$ cat src/rtl/counter_mon_pkg.sv
// rtl/counter_mon_pkg.sv - shared types and reference-model next-state helpers for counter_monitor
// Contents:
//   mon_state_t       monitor FSM encoding (IDLE=0, SYNC=1, CHECK=2, HALT=3)
//   model_next_val    next counter value from current value + controls
//   model_next_carry  next carry/borrow flag from current value + controls
// The helpers work on MAX_W-bit vectors and mask to the caller's width, so
// any counter width up to MAX_W can share one definition.
package counter_mon_pkg;

  localparam int unsigned MAX_W = 32;

  typedef enum logic [1:0] {
    ST_IDLE  = 2'd0,
    ST_SYNC  = 2'd1,
    ST_CHECK = 2'd2,
    ST_HALT  = 2'd3
  } mon_state_t;

  function automatic logic [MAX_W-1:0] width_mask(input int unsigned width);
    if (width >= MAX_W) begin
      return '1;
    end
    return (MAX_W'(1) << width) - MAX_W'(1);
  endfunction

  // Load has priority over counting; an idle cycle holds the value.
  function automatic logic [MAX_W-1:0] model_next_val(
    input logic [MAX_W-1:0] val,
    input logic [MAX_W-1:0] in_val,
    input logic             load,
    input logic             up_down,
    input logic             count_en,
    input int unsigned      width
  );
    logic [MAX_W-1:0] mask;
    mask = width_mask(width);
    if (load) begin
      return in_val & mask;
    end
    if (!count_en) begin
      return val & mask;
    end
    if (up_down) begin
      return (val + MAX_W'(1)) & mask;
    end
    return (val - MAX_W'(1)) & mask;
  endfunction

  // Carry is a one-cycle flag raised only on the wrapping count step.
  function automatic logic model_next_carry(
    input logic [MAX_W-1:0] val,
    input logic             load,
    input logic             up_down,
    input logic             count_en,
    input int unsigned      width
  );
    logic [MAX_W-1:0] mask;
    mask = width_mask(width);
    if (load || !count_en) begin
      return 1'b0;
    end
    if (up_down) begin
      return (val & mask) == mask;
    end
    return (val & mask) == '0;
  endfunction

endpackage

$ cat src/rtl/counter_ref_model.sv
// rtl/counter_ref_model.sv - cycle-accurate reference copy of the observed counter
// Ports:
//   clk, rst            clock, synchronous active-low reset
//   track               advance the model this cycle (hold otherwise)
//   seed                use seed_val instead of exp_val as the base value
//   load, in_val        observed load strobe and value
//   up_down, count_en   observed direction (1 = up) and count enable
//   seed_val            observed counter output, used when seeding
//   exp_val, exp_carry  expected counter output and carry for the next edge
module counter_ref_model
  import counter_mon_pkg::*;
#(
  parameter int unsigned WIDTH = 8
) (
  input  logic             clk,
  input  logic             rst,
  input  logic             track,
  input  logic             seed,
  input  logic             load,
  input  logic [WIDTH-1:0] in_val,
  input  logic             up_down,
  input  logic             count_en,
  input  logic [WIDTH-1:0] seed_val,
  output logic [WIDTH-1:0] exp_val,
  output logic             exp_carry
);

  logic [WIDTH-1:0] base_val;
  logic [WIDTH-1:0] next_val;
  logic             next_carry;

  // When seeding, the observed output already reflects the previous edge's
  // controls, so stepping it with the current controls predicts the next one.
  assign base_val   = seed ? seed_val : exp_val;
  assign next_val   = WIDTH'(model_next_val(MAX_W'(base_val), MAX_W'(in_val),
                                            load, up_down, count_en, WIDTH));
  assign next_carry = model_next_carry(MAX_W'(base_val), load, up_down, count_en, WIDTH);

  always_ff @(posedge clk) begin
    if (!rst) begin
      exp_val   <= '0;
      exp_carry <= 1'b0;
    end else if (track) begin
      exp_val   <= next_val;
      exp_carry <= next_carry;
    end
  end

endmodule

$ cat src/rtl/counter_monitor.sv
// rtl/counter_monitor.sv - passive checker comparing a counter against its own reference model
// Ports:
//   clk, rst                        clock, synchronous active-low reset
//   chk_en                          checking enable
//   mon_load, mon_in_val            observed load strobe / value
//   mon_up_down, mon_count_en       observed direction / count enable
//   mon_out_val, mon_carry_out      observed counter output / carry
//   err                             one-cycle mismatch pulse
//   err_sticky                      set on first mismatch until reset
//   err_cnt, chk_cnt                saturating mismatch / compare counters
//   first_exp_val, first_got_val    expected / observed value at first mismatch
//   first_err_cyc                   chk_cnt at first mismatch
//   state                           IDLE=0, SYNC=1, CHECK=2, HALT=3
module counter_monitor
  import counter_mon_pkg::*;
#(
  parameter int unsigned WIDTH       = 8,
  parameter int unsigned CNT_W       = 16,
  parameter bit          STOP_ON_ERR = 1'b0
) (
  input  logic             clk,
  input  logic             rst,
  input  logic             chk_en,
  input  logic             mon_load,
  input  logic [WIDTH-1:0] mon_in_val,
  input  logic             mon_up_down,
  input  logic             mon_count_en,
  input  logic [WIDTH-1:0] mon_out_val,
  input  logic             mon_carry_out,
  output logic             err,
  output logic             err_sticky,
  output logic [CNT_W-1:0] err_cnt,
  output logic [CNT_W-1:0] chk_cnt,
  output logic [WIDTH-1:0] first_exp_val,
  output logic [WIDTH-1:0] first_got_val,
  output logic [CNT_W-1:0] first_err_cyc,
  output logic [1:0]       state
);

  mon_state_t       cur_state;
  mon_state_t       next_state;
  logic [WIDTH-1:0] exp_val;
  logic             exp_carry;
  logic             do_cmp;
  logic             mismatch;
  logic             model_track;
  logic             model_seed;

  // Dropping chk_en in CHECK suppresses the compare on that same edge.
  assign do_cmp   = (cur_state == ST_CHECK) && chk_en;
  assign mismatch = do_cmp && ((mon_out_val != exp_val) || (mon_carry_out != exp_carry));

  assign model_seed  = (cur_state == ST_SYNC);
  assign model_track = (cur_state == ST_SYNC) || (cur_state == ST_CHECK);

  counter_ref_model #(
    .WIDTH(WIDTH)
  ) u_ref_model (
    .clk      (clk),
    .rst      (rst),
    .track    (model_track),
    .seed     (model_seed),
    .load     (mon_load),
    .in_val   (mon_in_val),
    .up_down  (mon_up_down),
    .count_en (mon_count_en),
    .seed_val (mon_out_val),
    .exp_val  (exp_val),
    .exp_carry(exp_carry)
  );

  always_ff @(posedge clk) begin
    if (!rst) begin
      cur_state <= ST_IDLE;
    end else begin
      cur_state <= next_state;
    end
  end

  always_comb begin
    next_state = cur_state;
    case (cur_state)
      ST_IDLE:  if (chk_en) next_state = ST_SYNC;
      ST_SYNC:  next_state = chk_en ? ST_CHECK : ST_IDLE;
      ST_CHECK: begin
        if (!chk_en) begin
          next_state = ST_IDLE;
        end else if (mismatch && STOP_ON_ERR) begin
          next_state = ST_HALT;
        end
      end
      ST_HALT:  next_state = ST_HALT;
      default:  next_state = ST_IDLE;
    endcase
  end

  always_ff @(posedge clk) begin
    if (!rst) begin
      err           <= 1'b0;
      err_sticky    <= 1'b0;
      err_cnt       <= '0;
      chk_cnt       <= '0;
      first_exp_val <= '0;
      first_got_val <= '0;
      first_err_cyc <= '0;
    end else begin
      err <= mismatch;
      if (do_cmp && (chk_cnt != '1)) begin
        chk_cnt <= chk_cnt + CNT_W'(1);
      end
      if (mismatch) begin
        if (err_cnt != '1) begin
          err_cnt <= err_cnt + CNT_W'(1);
        end
        // Capture uses the pre-increment compare count of the failing cycle.
        if (!err_sticky) begin
          err_sticky    <= 1'b1;
          first_exp_val <= exp_val;
          first_got_val <= mon_out_val;
          first_err_cyc <= chk_cnt;
        end
      end
    end
  end

  assign state = cur_state;

endmodule

$ cat config.mk
export PLATFORM = sky130hd
export DESIGN_NAME = counter_monitor
export DESIGN_NICKNAME = d
export VERILOG_FILES = /design/src/rtl/counter_mon_pkg.sv /design/src/rtl/counter_ref_model.sv /design/src/rtl/counter_monitor.sv
export SDC_FILE = /design/constraint.sdc
export NUM_CORES = 1
export LEC_CHECK = 0
export CAP_MARGIN = 20
export CORE_UTILIZATION = 40
export CTS_CLUSTER_DIAMETER = 60
export CTS_CLUSTER_SIZE = 10
export DETAILED_ROUTE_END_ITERATION = 10
export PLACE_DENSITY = 0.67
export SLEW_MARGIN = 20
export SYNTH_ARGS = -nofsm -noshare
export SYNTH_HDL_FRONTEND = slang
export SYNTH_SLANG_ARGS = --single-unit
$ cat constraint.sdc
create_clock -name clk -period 5.4 [get_ports clk]
set_input_delay 1.35 -clock clk [delete_from_list [all_inputs] [get_ports clk]]
set_output_delay 1.35 -clock clk [all_outputs]
set_load 0.01 [all_outputs]
==> results of run 1 <==
-- cell families (layout without fill, tap and decap cells) --
family	Yosys count	in the layout	synth area share, %
simple gates	235	235	29.7
compound gates	105	105	15.2
flops	77	77	37.4
buf+inv	39	118	3.91
xor+xnor	24	24	5.09
mux	17	17	4.34
fa+ha+maj	14	14	4.43
-- Yosys cell counts (11+ instances only) --
cell type   n
dfxtp_1    77
nand2_1    67
nand3_1    45
o21ai_0    45
nor2_1     31
a21oi_1    24
clkbuf_1   21
xnor2_1    20
nand4_1    17
ha_1       13
nor3_1     13
or4_1      11
-- metrics by stage --
step                      hold slack [ps]  instances  instance area [µm²]  setup slack, ps  utilization (%)
after floorplan                       480        511                 4130             2410                -
after global placement                445        706                 5080             1700             51.5
after detailed placement              453        706                 5080             1580             51.5
after CTS                             465        722                 5300             1940             53.8
after global routing                  491        723                 5330             1740             54.0
final                                 461        723                 5330             1900             54.0
-- flip-flops by register name, summed over array words and instances, names as in the netlist --
register	cells
u_ref_model.exp_val	8
state	2
err	1
u_ref_model.exp_carry	1
first_err_cyc	16
first_exp_val	8
err_cnt	16
err_sticky	1
first_got_val	8
chk_cnt	16
-- routing by layer --
metal | vias to the layer above | GRT usage [%] | share of wire (%)
met4 | 0 | 6.21 | 1.5
met1 | 1860 | 27.2 | 46
met2 | 137 | 33.8 | 47
met5 | - | 0 | 0
met3 | 21 | 4.78 | 6.0
li1 | 2009 | - | -
-- power by group --
| part | leakage (nW) | internal, mW | switching [mW] |
|---|---|---|---|
| Sequential | 0.622 | 0.577 | 0.0153 |
| Combinational | 1.04 | 0.0928 | 0.116 |
| Clock | 0.107 | 0.265 | 0.228 |
| Total | 1.77 | 0.934 | 0.359 |
-- final timing paths --
path	to	startpoint	cells past startpoint
worst max-delay path	u_ref_model.exp_val[7]	mon_up_down	8
worst min register to register	first_err_cyc[4]	first_err_cyc[4]	2
worst min-delay path	first_err_cyc[4]	first_err_cyc[4]	2
worst max register to register	u_ref_model.exp_val[7]	state[1]	9
-- layout make-up --
type                    instances  area (µm²)  area share [%]
clock buffers                  10         128            2.39
well taps                     133         166            3.12
flip-flops and latches         77        1540            28.9
clock inverters                 6        93.8            1.76
multi-input cells             395        2430            45.6
repair buffers                 93         936            17.6
inverters                       9        33.8           0.634
-- tightest hold or removal path, stage by stage (launching register included) --
cell and delay [ps]:
dfxtp_1 320, nand2_1 50, o21ai_0 60
==> results.toml, run 1 <==
[sta]
period_needed_ps = 3500
setup_viol = 0
slew_headroom_pct = 31.7
finalCritPeriodShare_pct = 64.9
tightestPinTransition_ps = 1020
rsz0062_at_grt = "false"
max_clock_freq_mhz = 285
maxSlewViolCount = 0
finalHoldViolations = 0
finClkSkew_ps = 17.1
tns_ps = 0

[global_routing]
antenna_found_initial = 0
grt_pass1_vias = 3850
grt_max_degree = 85
grt_pass1_wl_mm = 18.7
grt_use_total_pct = 20.8
grt_overflow = 0

[pwr]
finalPower_mw = 1.29
power_density_nw_per_um2 = 243
power_leakage_nw = 1.77
ir_worst_vdd_uv = 131

[synth]
synth-edff-count = 0
synth_warnings = 0
ys.flop_type = "dfxtp_1"
async_reset_ff_share_pct = 0
synth_seq_cells = 77
synth.lib_cells_used.distinct = 55
synthCells = 511
syn_avg_cell_area_um2 = 8.08
synth.area.top_cells = "dfxtp_1 (37%), nand2_1 (6.1%), nand3_1 (5.5%), o21ai_0 (5.5%), xnor2_1 (4.2%)"
ys_seq_area_share_pct = 37.4
yosysTopAreaCell = "dfxtp_1"
syn_area_um2 = 4130
synth_top_area_share_pct = 37.4
synthesis.nets = 548

[critical_path]
crit_required_ps = 5650
critPathTopFamily = "buffers and inverters"
arrival_ps = 3760
slowest_delay_ps = 580
cp_max_fo = 11
crit_path_end_kind = "flop"
reg2reg_setup_slack_ps = 2340
cp_cell_sequence = "clkdlybuf4s50_1 > inv_1 > ha_1 > nand3_1 > o211ai_1 > nand4b_1 > and4_1 > nor4_1"
critPathSlowestCell = "clkdlybuf4s50_1"
path_buf_inv = 2
worstSetupPathType = "input pin to flop"
cp-start-kind = "input pin"

[floorplanning]
die_area_um2 = 10700
fp.dieH_um = 104
die_w_um = 104
ioPinCount = 91
rows = 36
coreArea_um2 = 9860
start_util_pct = 41.8

[clock_tree]
h-tree-depth = 3
cts_tree = "built"
cts_root_buf = "clkbuf_8"
cts_resized = 0
cts_buffers = 9
cts_hold_buf = 0
clkTransAtPathRegs_ps = 80
cts_buffer_depth = 2
cts_setup_buffers = 0
clk_latency_ps = 350
clock-sinks = 77

[status]
status = "finished, final reports clean"

[route]
wl_per_cell_um = 15.1
route.detailed.drc = 0
drt-total-wl_mm = 10.9
via_count = 4027
viasPerCell = 5.57
drt-initial-drc-count = 175
drt-pass1-iter-count = 5
ant_nets = 0

[final_layout]
n_fill_cell = 933
nets = 622
final_cell_mix = "clkdlybuf4s50_1 (89), dfxtp_1 (77), nand2_1 (67), nand3_1 (45), o21ai_0 (45)"
area_delta_synth_final_pct = 29.1
final_common_cell = "clkdlybuf4s50_1"
diodes = 0
drive_gt1_share_pct = 6.44

[min_path]
hold_class = "flop to flop"

[place]
gp_congestion = 0.901
hpwl_mm = 7.57
portBuffers = 90

[run]
maxCapViolations = 0
Power figures use the tool's default switching activity.
==> run 2: changes to the inputs <==
Settings changed: PLACE_DENSITY 0.67 to 0.69.
Clock period 5.4 ns to 2.97 ns, I/O delays scaled along.
==> run 2 against run 1 <==
Against the previous run: clock-buffer cell count is the same; worst setup slack worse by 1700 ps; combinational power up 98%; global-route usage hardly changed; wire length is 1.0% higher; register-to-register slack lost 2100 ps; non-clock buffer count up 28.
==> results.toml, run 2 (synthesis results as in run 1) <==
[status]
status = "finished, final reports clean"

[sta]
finClkSkew_ps = 11.6
slew_headroom_pct = 52.7
hold_ws_ps = 457
maxSlewViolCount = 0
setup_viol = 0
tns_ps = 0
tightestPinTransition_ps = 703
finalHoldViolations = 0
max_clock_freq_mhz = 362
period_needed_ps = 2760
finalCritPeriodShare_pct = 93.0

[critical_path]
worstSetupPathType = "flop to flop"
cp-start-kind = "flop"
arrival_ps = 3030
reg2reg_setup_slack_ps = 210
crit_path_end_kind = "flop"
slowest_delay_ps = 430
cp_max_fo = 10
crit_required_ps = 3240
critPathSlowestCell = "o211ai_1"
cp_cell_sequence = "inv_1 > ha_2 > mux2_2 > ha_1 > nand3_1 > o211ai_1 > nand4b_1 > and4_1 > nor4_1"

[route]
drt-pass1-iter-count = 4
drt-initial-drc-count = 153
wl_per_cell_um = 14.7
drt-total-wl_mm = 11.0
viasPerCell = 5.43
ant_nets = 0
via_count = 4079
route.detailed.drc = 0

[floorplanning]
die_w_um = 104
rows = 36
ioPinCount = 91
start_util_pct = 41.8
die_area_um2 = 10700
fp.dieH_um = 104
coreArea_um2 = 9860

[clock_tree]
h-tree-depth = 3
clock-sinks = 77
cts_tree = "built"
clk_latency_ps = 360
cts_hold_buf = 0
cts_root_buf = "clkbuf_8"
cts_buffers = 9
cts_buffer_depth = 2
clkTransAtPathRegs_ps = 80

[place]
hpwl_mm = 8.04
gp_congestion = 0.853
portBuffers = 90

[pwr]
ir_worst_vdd_uv = 294
p_int_mw = 1.72
netSwitchingPower_mw = 0.651
comb_power_share_pct = 17.4
power_density_nw_per_um2 = 430
power_leakage_nw = 1.90
p_sw_share_pct = 27.5
clkPwrFrac_pct = 37.2
seq_power_share_pct = 45.4

[final_layout]
final_common_cell = "clkdlybuf4s50_1"
final_util_pct = 55.9
reg_top3 = "chk_cnt x16, err_cnt x16, first_err_cyc x16"
drive_gt1_share_pct = 10.8
final_cell_mix = "clkdlybuf4s50_1 (89), dfxtp_1 (77), nand2_1 (67), nand3_1 (45), o21ai_0 (45)"
area_delta_synth_final_pct = 33.7
diodes = 0
nets = 650

[global_routing]
grt_pass1_vias = 3712
antenna_found_initial = 0
grt_overflow = 0
grt_use_total_pct = 20.8
grt_pass1_wl_mm = 18.3
grt_max_degree = 47

[run]
maxCapViolations = 0

[min_path]
hold_class = "flop to flop"
run 2: cell types whose count changed in the layout (fill, tap and decap cells not counted), sizes merged:
cell	delta
buf	+29
clkbuf	-1
clkinv	+3
clkinvlp	-1
inv	-2
run 2: power groups by stage:
| stage | logic [mW] | registers (mW) | clock network (mW) |
|---|---|---|---|
| floorplan | 0.265 | 1.09 | 0 |
| global placement | 0.397 | 1.10 | 0 |
| detailed placement | 0.406 | 1.10 | 0 |
| CTS | 0.410 | 1.08 | 0.899 |
| global route | 0.455 | 1.08 | 0.943 |
| finish | 0.413 | 1.08 | 0.881 |
run 2: per-layer routing:
layer | share of wire [%] | track usage, % | up-vias
met1 | 45 | 26.7 | 1889
met2 | 47 | 34.3 | 115
met5 | 0 | 0 | -
met4 | 1.3 | 7.04 | 0
li1 | - | - | 2062
met3 | 6.1 | 4.53 | 13
run 2: critical path: cells and delay by family, from the launching register on:
family / cells / cell delay [ps]
buffers and inverters: 1 / 110
AOI/OAI and AO/OA: 1 / 430
DFF: 1 / 360
muxes: 1 / 400
adders and majority gates: 2 / 710
and+or+nand+nor: 4 / 660
run 2: layout make-up:
| class | instances | area (µm²) |
|---|---|---|
| clock buffers | 10 | 128 |
| fillers | 945 | 4350 |
| flip-flops and latches | 77 | 1540 |
| inverters | 9 | 33.8 |
| clock inverters | 6 | 87.6 |
| repair buffers | 121 | 1130 |
| multi-input cells | 395 | 2430 |
| well taps | 133 | 166 |
run 2: stage by stage:
step                      cell area (µm²)  std cells  setup WS (ps)  total power, mW
after global placement               5290        734           74.5             1.50
final                                5520        751            208             2.37
after floorplan                      4130        511            333             1.36
after CTS                            5510        750           57.6             2.39
after detailed placement             5290        734          -42.1             1.51
after global routing                 5520        751          -17.0             2.48
run 2: final timing paths:
kind,start,endpoint,depth (start not counted)
setup / recovery,state[1],u_ref_model.exp_val[7],9
setup reg to reg,state[1],u_ref_model.exp_val[7],9
hold / removal,first_err_cyc[6],first_err_cyc[6],2
hold reg to reg,first_err_cyc[6],first_err_cyc[6],2
run 2: what timing repair did:
item	CTS	global route
endpoints found under the setup margin	0	3
gates resized for setup	0	1
setup buffers	0	1
